--- config.mk ---
export PLATFORM = sky130hd
export DESIGN_NAME = micro_pc_sequencer
export DESIGN_NICKNAME = d
export VERILOG_FILES = /design/src/rtl/micro_pc_sequencer.sv
export SDC_FILE = /design/constraint.sdc
export NUM_CORES = 1
export LEC_CHECK = 0
export ABC_AREA = 1
export CAP_MARGIN = 0
export CORE_UTILIZATION = 62
export DETAILED_ROUTE_END_ITERATION = 8
export MAX_ROUTING_LAYER = met4
export PLACE_DENSITY_LB_ADDON = 0.15
export SLEW_MARGIN = 20
export SYNTH_ARGS = -nofsm -noshare
export SYNTH_HDL_FRONTEND = slang
export SYNTH_SLANG_ARGS = --single-unit
--- constraint.sdc ---
create_clock -name clk -period 2.9 [get_ports clk]
set_input_delay 0.29 -clock clk [delete_from_list [all_inputs] [get_ports clk]]
set_output_delay 0.29 -clock clk [all_outputs]
set_load 0.02 [all_outputs]
--- src/rtl/micro_pc_sequencer.sv ---
// Microprogram sequencer: next control-store address generation with a hardware return stack.
// Optional loop counter (LDCNT/DJNZ on ops 6/7) is enabled by defining PCSEQ_LOOP_EN.
module micro_pc_sequencer #(
    parameter int               AW          = 11,
    parameter int               STACK_DEPTH = 4,
    parameter int               SPW         = 3,
    parameter logic [AW-1:0]    RESET_ADDR  = {AW{1'b0}},
    parameter int               CW          = 8
) (
    input  logic            clk,
    input  logic            rst,
    input  logic            hold,
    input  logic [2:0]      op,
    input  logic            cond,
    input  logic [AW-1:0]   target,
    output logic [AW-1:0]   pc,
    output logic [SPW-1:0]  depth,
    output logic            overflow,
    output logic            underflow
);

    localparam logic [2:0] OP_INC    = 3'd0;
    localparam logic [2:0] OP_JMP    = 3'd1;
    localparam logic [2:0] OP_JMPC   = 3'd2;
    localparam logic [2:0] OP_CALL   = 3'd3;
    localparam logic [2:0] OP_RET    = 3'd4;
    localparam logic [2:0] OP_LDSKIP = 3'd5;
    localparam logic [2:0] OP_LDCNT  = 3'd6;
    localparam logic [2:0] OP_DJNZ   = 3'd7;

    localparam logic [AW-1:0]  PC_ONE  = {{(AW-1){1'b0}}, 1'b1};
    localparam logic [SPW-1:0] SP_ZERO = {SPW{1'b0}};
    localparam logic [SPW-1:0] SP_ONE  = {{(SPW-1){1'b0}}, 1'b1};
    localparam logic [SPW-1:0] SP_FULL = SPW'(STACK_DEPTH);

    if ((STACK_DEPTH < 1) || ((1 << SPW) <= STACK_DEPTH)) begin : g_bad_stack
        $error("micro_pc_sequencer: SPW too narrow for STACK_DEPTH");
    end
    if ((CW < 1) || (CW > AW)) begin : g_bad_cw
        $error("micro_pc_sequencer: CW must be in 1..AW");
    end

    logic [AW-1:0]  r_pc;
    logic [SPW-1:0] r_depth;
    logic           r_overflow;
    logic           r_underflow;
    logic [AW-1:0]  r_stack [0:STACK_DEPTH-1];

    logic [AW-1:0]  w_pc_inc;
    logic [AW-1:0]  w_pc_nxt;
    logic [AW-1:0]  w_top;
    logic [SPW-1:0] w_depth_nxt;
    logic           w_push;
    logic           w_ovf_set;
    logic           w_unf_set;

`ifdef PCSEQ_LOOP_EN
    localparam logic [CW-1:0] CNT_ZERO = {CW{1'b0}};
    localparam logic [CW-1:0] CNT_ONE  = {{(CW-1){1'b0}}, 1'b1};
    logic [CW-1:0]  r_cnt;
    logic [CW-1:0]  w_cnt_nxt;
`endif

    assign w_pc_inc = r_pc + PC_ONE;

    // Top-of-stack select: entry[depth-1], only meaningful when depth is non-zero.
    always_comb begin
        w_top = r_stack[0];
        for (int i = 0; i < STACK_DEPTH; i++) begin
            w_top = ((r_depth - SP_ONE) == SPW'(i)) ? r_stack[i] : w_top;
        end
    end

    // Next-state decode of the microinstruction operation.
    always_comb begin
        w_pc_nxt    = w_pc_inc;
        w_depth_nxt = r_depth;
        w_push      = 1'b0;
        w_ovf_set   = 1'b0;
        w_unf_set   = 1'b0;
`ifdef PCSEQ_LOOP_EN
        w_cnt_nxt   = r_cnt;
`endif
        case (op)
            OP_INC: begin
                w_pc_nxt = w_pc_inc;
            end
            OP_JMP: begin
                w_pc_nxt = target;
            end
            OP_JMPC: begin
                if (cond) begin
                    w_pc_nxt = target;
                end else begin
                    w_pc_nxt = w_pc_inc;
                end
            end
            OP_CALL: begin
                // The jump is taken even when the push is refused.
                w_pc_nxt = target;
                if (r_depth >= SP_FULL) begin
                    w_ovf_set = 1'b1;
                end else begin
                    w_push      = 1'b1;
                    w_depth_nxt = r_depth + SP_ONE;
                end
            end
            OP_RET: begin
                if (r_depth == SP_ZERO) begin
                    w_unf_set = 1'b1;
                    w_pc_nxt  = w_pc_inc;
                end else begin
                    w_pc_nxt    = w_top;
                    w_depth_nxt = r_depth - SP_ONE;
                end
            end
            OP_LDSKIP: begin
                w_pc_nxt = target + PC_ONE;
            end
`ifdef PCSEQ_LOOP_EN
            OP_LDCNT: begin
                w_cnt_nxt = target[CW-1:0];
                w_pc_nxt  = w_pc_inc;
            end
            OP_DJNZ: begin
                // Loading N yields exactly N taken branches before fall-through.
                if (r_cnt != CNT_ZERO) begin
                    w_cnt_nxt = r_cnt - CNT_ONE;
                    w_pc_nxt  = target;
                end else begin
                    w_cnt_nxt = CNT_ZERO;
                    w_pc_nxt  = w_pc_inc;
                end
            end
`else
            OP_LDCNT: begin
                w_pc_nxt = w_pc_inc;
            end
            OP_DJNZ: begin
                w_pc_nxt = w_pc_inc;
            end
`endif
            default: begin
                w_pc_nxt = w_pc_inc;
            end
        endcase
    end

    // Architectural state: pc, depth and sticky flags.
    always_ff @(posedge clk) begin
        if (rst) begin
            r_pc        <= RESET_ADDR;
            r_depth     <= SP_ZERO;
            r_overflow  <= 1'b0;
            r_underflow <= 1'b0;
        end else if (!hold) begin
            r_pc        <= w_pc_nxt;
            r_depth     <= w_depth_nxt;
            r_overflow  <= r_overflow | w_ovf_set;
            r_underflow <= r_underflow | w_unf_set;
        end
    end

    // Return-stack storage; contents are don't-care after reset.
    always_ff @(posedge clk) begin
        for (int i = 0; i < STACK_DEPTH; i++) begin
            if (!rst && !hold && w_push && (r_depth == SPW'(i))) begin
                r_stack[i] <= w_pc_inc;
            end
        end
    end

`ifdef PCSEQ_LOOP_EN
    // Loop counter.
    always_ff @(posedge clk) begin
        if (rst) begin
            r_cnt <= CNT_ZERO;
        end else if (!hold) begin
            r_cnt <= w_cnt_nxt;
        end
    end
`endif

    assign pc        = r_pc;
    assign depth     = r_depth;
    assign overflow  = r_overflow;
    assign underflow = r_underflow;

endmodule
### Word level (Yosys, flattened, before mapping)

Memory sizes are Yosys's and may differ from the RTL's.
Index checks and enable logic that the tools add are counted.

* flip-flop bits (word level): 16
* RAM bits: 44
* input bits: 18
* output and inout port bits: 16
* logic and storage cells: 77
* memories: 1

Memories
* r_stack: words 4, width 11, rd ports 4, clocked after Yosys merged registers in 0, write ports 1, RTL line 47 `logic [AW-1:0] r_stack [0:STACK_DEPTH-1];`

* add/sub/neg operators: 4
* $lt $le $gt $ge: 1
* eq/ne operators: 15
* multiplexer cells: 32
* bitwise operators: 3
* reduce and logical (&&, ||, !) cells: 17

Operator list (count)
* $mux W11: 8
* $pmux W11 S5: 1
* $reduce_or A11 Y1: 3
* $add A11 B1 Y11 const B: 2
* $eq A3 B2 Y1 const B: 6
* $mux W1: 17
* $eq A3 B3 Y1 const B: 4
* $eq A3 B1 Y1 const B: 3
* $logic_and A1 B1 Y1: 6
* $logic_not A3 Y1: 2
* $mux W2: 3
* $mux W3: 2
* $pmux W3 S2: 1
* $ne A2 B2 Y1 const B: 2
* $reduce_and A4 Y1: 1
* $add A3 B1 Y3 const B: 1
* $ge A3 B3 Y1 const B: 1
* $reduce_or A3 Y1: 1
* $sub A3 B1 Y3 const B: 1
* $logic_not A1 Y1: 2
* $or A1 B1 Y1: 2
* $reduce_bool A2 Y1: 1
* $reduce_or A2 Y1: 1
* $not A1 Y1: 1

### Depth between registers and ports, before layout

Gate-level depths: netlist of the first run.

* depth in word-level cells: 11
* depth in mapped cells: 15

### Least setup slack after synthesis of the first run

No wires, ideal clock.

* kind: flip-flop to flip-flop
* start: reg r_depth[0], in the netlist depth[0]
* end: reg r_pc[9], in the netlist pc[9]
* setup time: 0.109 ns
* arrival: 1.738 ns
* data required time: 2.791 ns
* slack: 1.053 ns
* cell stages (with the launch flop): 14
* buffers on the path: 0
* clock period less this slack: 1.847 ns
* cells stage by stage: dfxtp_1 inv_1 ha_1 inv_1 nand2_4 nand2_4 nand2_4 or2_0 nand3_1 nand2_1 nand3_1 nand3_1 nand2_1 inv_1

* longest elaborated chain between the ends: 7
* elaborated cells between the ends (all ways): 10
* those cells by class: add/sub: 1; eq/ne: 3; mux: 5; reduce/logical: 1

RTL lines
* start, declared: RTL line 44 `logic [SPW-1:0] r_depth;`
* start signal, assigned: RTL line 158 `r_depth <= w_depth_nxt;`
* $sub A3 B1 Y3: RTL line 70 `w_top = ((r_depth - SP_ONE) == SPW'(i)) ? r_stack[i] : w_top;`
* $eq A3 B1 Y1: RTL line 70
* $mux W11 (3 in a row): RTL line 70
* $mux W11 *: RTL line 109 `if (r_depth == SP_ZERO) begin`
* $pmux W11 S5 *: RTL line 84 `case (op)`
* end signal, assigned: RTL line 157 `r_pc <= w_pc_nxt;`
* end, declared: RTL line 43 `logic [AW-1:0] r_pc;`

Every way passes the cells marked *; elsewhere a longest branch is shown, timed or not.
A chain may end at the register's enable or synchronous reset.

### Worst setup path in the final report of the first run

* start: reg r_depth[1], in the netlist depth[1]
* end: reg r_pc[9], in the netlist pc[9]

The elaborated chain is that of the path after synthesis.

==> qor.yml, run 1 <==
grt_use_met2_pct: 58.4
drc: 0
clk_pin_slew_worst_paths_ps: 70
syn_nets: 521
cts_resized: 0
vias: 3515
cts_inserted_buffers: 9
clock-root-buffer: "clkbuf_8"
path_max_fanout: 18
clock_path_buffers: 2
async_flop_share_pct: 0
syn_avg_cell_area_sq_um: 7.55
grt_use_total_pct: 35.1
holdCritStartpoint: "underflow$_SDFFE_PP0N_"
drtPass1Iterations: 5
via_per_inst: 5.73
finalHoldViolations: 0
cts_setup_buffers: 0
p_sw_mw: 0.604
setup_viol: 0
fin_hold_ws_ps: 473
drt_iter0_markers: 226
fin_crit_sh_pct: 74.5
regToRegSetupSlack_ps: 740
combPwrFrac_pct: 18.5
grt_pass1_wl_um: 16200
grt_util_met3_pct: 7.20
grt_max_degree: 19
crit_path_top_delay_cell: "dfxtp_1"
cp-start-kind: "flip-flop"
hold_path_end: "underflow$_SDFFE_PP0N_"
p_clk_share_pct: 33.8
die_y_um: 79.6
overflow: 0
final_cell_mix: "nand2_1 (142), inv_1 (70), nand3_1 (46)"
synth_area_leader_cell: "edfxtp_1"
ys_seq_area_share_pct: 44.0
top_usage_layer: "met2"
wl_per_cell_um: 16.2
fp.coreArea_sq_mm: 0.00564
synth-edff-count: 44
path_cells: "inv_1 > ha_1 > inv_1 > nand2_4 > nand2_4 > nand2_4 > or2_0 > nand3_1 > nand2_1 > nand3_1 > nand3_1 > nand2_1 > inv_1"
p_per_area_mw_per_mm2: 471
fin_skew_ps: 12.5
clk_latency_ps: 340
rr_endpoint: "pc[9]$_SDFFE_PP0N_"
worstSetupPathType: "flip-flop to flip-flop"
yosys_register_bits: 60
critical_path_arrival_ps: 2400
maxCapViolCount: 0
reg2regPathDepth: 13
tns_ps: 0
cp.required_ps: 3130
port_buffers: 33
ys_top_cells_by_area: "edfxtp_1 (35%), nand2_1 (14%), dfxtp_1 (8.6%)"
syn_area_sq_mm: 0.00373
timing.final.crit_period_ps: 2160
p_seq_share_pct: 47.7
io_pins: 34
antenna_found_initial: 0
worstHoldPathType: "flip-flop to flip-flop"
syn-instance-count: 494
relSlewSlack_pct: 64.4
place.gp.congestion: 1.05
worst_pin_slew_ps: 532
globalRouteMet1Util_pct: 41.6
ctsHtreeMaxLevel: 3
ir_drop_mv: 0.305
routed_wl_um: 9950
cp-end-kind: "flip-flop"
whs_path_depth: 1
clock-sinks: 60
cp.buffers_inverters: 3
fmax_ghz: 0.463
area_growth_pct: 15.8
drv_slew: 0
r2r-start: "depth[1]$_SDFFE_PP0P_"
path_delay_family: "simple AND/OR/NAND/NOR gates"
antenna_cells: 0
postRouteAntennaNets: 0
yosys_most_used_dff: "edfxtp_1"
yosys.area.top_type_share_pct: 35.4
cpPeakStageDelay_ps: 460
floorplan.die.width_um: 79.6
ys.warnings.count: 0
cts_tree: "built"
final_common_cell: "nand2_1"
status: "finished clean"
hpwl_um: 7240
n_fill_cell: 422
drive_above_1_share_pct: 9.24
num_rows: 27
swShare_pct: 29.7
nets: 563
rsz0062_at_grt: "no"
internal-power_mw: 1.43
dieArea_sq_mm: 0.00633
ctsHoldBuffers: 0
synth.distinct_cells: 41
p_leak_nw: 2.00
grt_pass1_vias: 3301
start_util_pct: 66.1
-- worst max path at each step --
stage / from / end / cells past startpoint
after floorplan: depth[0]$_SDFFE_PP0P_ / pc[9]$_SDFFE_PP0N_ / 13
after global placement: rst / r_stack[1][5]$_DFFE_PP_ / 5
after detailed placement: rst / r_stack[0][4]$_DFFE_PP_ / 5
after CTS: depth[0]$_SDFFE_PP0P_ / pc[9]$_SDFFE_PP0N_ / 13
after global routing: depth[0]$_SDFFE_PP0P_ / pc[9]$_SDFFE_PP0N_ / 13
final: depth[1]$_SDFFE_PP0P_ / pc[9]$_SDFFE_PP0N_ / 13
-- sequential cells by signal, summed over array words and instances, names as in the netlist --
signal     flops
r_stack       44
overflow       1
depth          3
pc            11
underflow      1
-- power groups by stage --
stage	Clock, mW	Combinational (mW)	Sequential, mW
after floorplan	0	0.216	1.00
after global placement	0	0.353	0.987
after detailed placement	0	0.364	0.988
after CTS	0.682	0.368	0.969
after global routing	0.718	0.412	0.972
final	0.687	0.376	0.970
-- through the flow --
| stage | power, mW | instances | util [%] | cell area (sq um) | worst slack [ps] |
|---|---|---|---|---|---|
| 3_3_place_gp | 1.34 | 597 | 73.4 | 4140 | 778 |
| 5_1_grt | 2.10 | 613 | 76.5 | 4320 | 592 |
| 6_report | 2.03 | 613 | 76.5 | 4320 | 738 |
| 2_1_floorplan | 1.22 | 494 | - | 3730 | 1050 |
| 4_1_cts | 2.02 | 613 | 76.5 | 4320 | 760 |
| 3_5_place_dp | 1.35 | 597 | 73.4 | 4140 | 693 |
-- cells by family after synthesis --
logic type | after synthesis | share of synthesized area (%)
compound gates | 67 | 10.1
xor+xnor | 4 | 0.940
fa+ha+maj | 9 | 3.02
flops | 60 | 44.0
buf+inv | 87 | 9.70
simple gates | 267 | 32.2
-- cell type report --
cell class / instances / area (sq um) / area share [%]
Multi-Input combinational cell: 347 / 1730 / 40.0
Sequential cell: 60 / 1640 / 38.0
Timing Repair Buffer: 41 / 390 / 9.04
Inverter: 77 / 292 / 6.75
Clock buffer: 12 / 155 / 3.59
Tap cell: 72 / 90.1 / 2.09
Clock inverter: 4 / 23.8 / 0.551
-- routing by layer --
layer | wire (um) | share of wire (%)
met5 | 0 | 0
met2 | 4930 | 50
met1 | 4010 | 40
met4 | 227 | 2.3
met3 | 789 | 7.9
-- synthesized netlist by cell type, drive strengths merged (3+ instances only) --
master,instances
nand2,150
inv,75
nand3,50
nor2,45
edfxtp,44
a21oi,39
dfxtp,16
o21ai,16
ha,9
nand4,8
or2,8
buf,6
clkbuf,4
xor2,4
nor3,3
Note: power is estimated with default switching activity, not from simulation.
==> run 2, diff against run 1 <==
--- a/config.mk
+++ b/config.mk
@@ -7,7 +7,7 @@
 export LEC_CHECK = 0
 export ABC_AREA = 1
 export CAP_MARGIN = 0
-export CORE_UTILIZATION = 62
+export CORE_UTILIZATION = 52
 export DETAILED_ROUTE_END_ITERATION = 8
 export MAX_ROUTING_LAYER = met4
 export PLACE_DENSITY_LB_ADDON = 0.15
==> constraint.sdc (replaced) <==
create_clock -name clk -period 1.9 [get_ports clk]
set_input_delay 0.19 -clock clk [delete_from_list [all_inputs] [get_ports clk]]
set_output_delay 0.19 -clock clk [all_outputs]
set_load 0.02 [all_outputs]
==> qor.yml, run 2 (synthesized netlist as in run 1, its figures left out) <==
r2r-start: "depth[1]$_SDFFE_PP0P_"
die_y_um: 86.7  # +9.0%
fin_hold_ws_ps: 477  # +3.67 ps
startpoint: "depth[1]$_SDFFE_PP0P_"
p_seq_share_pct: 45.0  # -2.7 points
clk_latency_ps: 340  # about the same
postRouteAntennaNets: 0  # unchanged
n_fill_cell: 590  # +40%
worstSetupPathType: "flip-flop to flip-flop"
clk_pin_slew_worst_paths_ps: 70  # about the same
grt_util_met3_pct: 3.81  # -3.4 points
clock-sinks: 60  # unchanged
via_per_inst: 5.13  # -11%
place.gp.congestion: 0.920  # -13%
fin_crit_sh_pct: 92.5  # +18 points
fp.coreArea_sq_mm: 0.00687  # +22%
fin_skew_ps: 9.34  # -3.17 ps
relSlewSlack_pct: 73.9  # +9.5 points
overflow: 0  # unchanged
drt_iter0_markers: 154  # -32%
endpoint: "pc[6]$_SDFFE_PP0N_"
hpwl_um: 7020  # -3.1%
io_pins: 34  # unchanged
ir_drop_mv: 0.375  # +23%
grt_pass1_wl_um: 15000  # -7.0%
drtPass1Iterations: 4  # -1
cp-end-kind: "flip-flop"
floorplan.die.width_um: 86.7  # +9.0%
place_inst: 649  # +8.7%
cp-start-kind: "flip-flop"
p_clk_share_pct: 36.3  # +2.5 points
drc: 0  # unchanged
reg2regPathDepth: 14  # +1
dieArea_sq_mm: 0.00751  # +19%
combPwrFrac_pct: 18.7  # +0.2 points
area_growth_pct: 24.8
fmax_ghz: 0.569  # +23%
grt_max_degree: 17  # -2
final_cell_mix: "nand2_1 (142), inv_1 (69), nand3_1 (46)"
top_usage_layer: "met2"
timing.final.crit_period_ps: 1760  # -405 ps
globalRouteMet1Util_pct: 34.4  # -7.1 points
whs_path_depth: 1  # unchanged
routed_wl_um: 9130  # -8.3%
num_rows: 30  # +11%
clock_path_buffers: 2  # unchanged
top_register: "r_stack"
clock-root-buffer: "clkbuf_8"
nets: 596  # +5.9%
tns_ps: 0  # unchanged
worst_pin_slew_ps: 390  # -142 ps
start_util_pct: 54.3  # -12 points
p_sw_mw: 0.873  # +45%
grt_pass1_vias: 3193  # -3.3%
ctsHtreeMaxLevel: 3  # unchanged
final_cell_count_no_fill: 670  # +9.3%
setup_viol: 0  # unchanged
critical_path_arrival_ps: 1990  # -410 ps
cts_tree: "built"
swShare_pct: 26.6  # -3.1 points
rr_endpoint: "pc[6]$_SDFFE_PP0N_"
cp.required_ps: 2130  # -1000 ps
grt_use_total_pct: 27.4  # -7.7 points
maxCapViolCount: 0  # unchanged
internal-power_mw: 2.41  # +69%
path_max_fanout: 9  # -9
vias: 3438  # -2.2%
p_leak_nw: 2.18  # +8.9%
worstHoldPathType: "flip-flop to flip-flop"
finalHoldViolations: 0  # unchanged
largest_register_ffs: 44  # unchanged
drv_slew: 0  # unchanged
status: "finished clean"
antenna_found_initial: 0  # unchanged
port_buffers: 33  # unchanged
p_per_area_mw_per_mm2: 706  # +50%
wl_per_cell_um: 13.6  # -16%
drive_above_1_share_pct: 15.5  # +6.3 points
regToRegSetupSlack_ps: 140  # -590 ps
final_common_cell: "nand2_1"
grt_use_met2_pct: 43.7  # -15 points
cts_inserted_buffers: 9  # unchanged
antenna_cells: 0  # unchanged
==> run 2: metal layers <==
layer	up-vias	wire, um
li1	1760	-
met1	1563	4140
met2	97	4360
met3	18	371
met4	0	256
met5	-	0
==> run 2: layout make-up <==
cell class / instances / area, sq um / share of cell area, %
Multi-Input combinational cell: 347 / 1750 / 37.6
Sequential cell: 60 / 1650 / 35.4
Timing Repair Buffer: 74 / 642 / 13.8
Inverter: 77 / 292 / 6.27
Clock buffer: 9 / 124 / 2.66
Tap cell: 96 / 120 / 2.58
Clock inverter: 7 / 81.3 / 1.75
==> run 2: power groups by stage <==
stage                     combinational (mW)  clock [mW]  sequential (mW)
final                                  0.613        1.19             1.48
after global routing                   0.684        1.25             1.48
after CTS                              0.600        1.20             1.47
after detailed placement               0.596           0             1.50
after global placement                 0.590           0             1.50
after floorplan                        0.329           0             1.53
==> run 2: stage by stage <==
stage / worst slack (ps) / util (%) / cell area (sq um) / total power [mW]
CTS: 9.67 / 66.7 / 4580 / 3.28
global placement: 38.3 / 63.8 / 4380 / 2.09
finish: 143 / 67.7 / 4650 / 3.28
global route: -0.195 / 67.7 / 4650 / 3.41
floorplan: 53.3 / - / 3730 / 1.86
detailed placement: 6.54 / 63.8 / 4380 / 2.10
==> run 2: worst max-delay path, stage by stage, from the launching register on <==
cell     delay [ps]
dfxtp_1         310
inv_1           100
ha_2            220
inv_2            60
nand2_1         100
nand3_4         140
buf_4           180
nand2_1          50
nand3_1          90
nand3_1          90
nand2_1          70
nand2_1          60
nand3_1          80
nand2_1          70
inv_1            40
==> run 2: how the worst min path moves through the flow <==
stage	startpoint	endpoint	slack, ps
finish	underflow$_SDFFE_PP0N_	underflow$_SDFFE_PP0N_	480
CTS	underflow$_SDFFE_PP0N_	underflow$_SDFFE_PP0N_	480
global placement	underflow$_SDFFE_PP0N_	underflow$_SDFFE_PP0N_	450
floorplan	rst	pc[10]$_SDFFE_PP0N_	330
detailed placement	underflow$_SDFFE_PP0N_	underflow$_SDFFE_PP0N_	470
global route	underflow$_SDFFE_PP0N_	underflow$_SDFFE_PP0N_	500
==> run 2: what timing repair did <==
item / CTS / global route
buffers inserted: 0 / 5
endpoints found under the hold margin: 0 / 0
resized for setup: 0 / 11
hold buffers: 0 / 0
endpoints found under the setup margin: 0 / 11
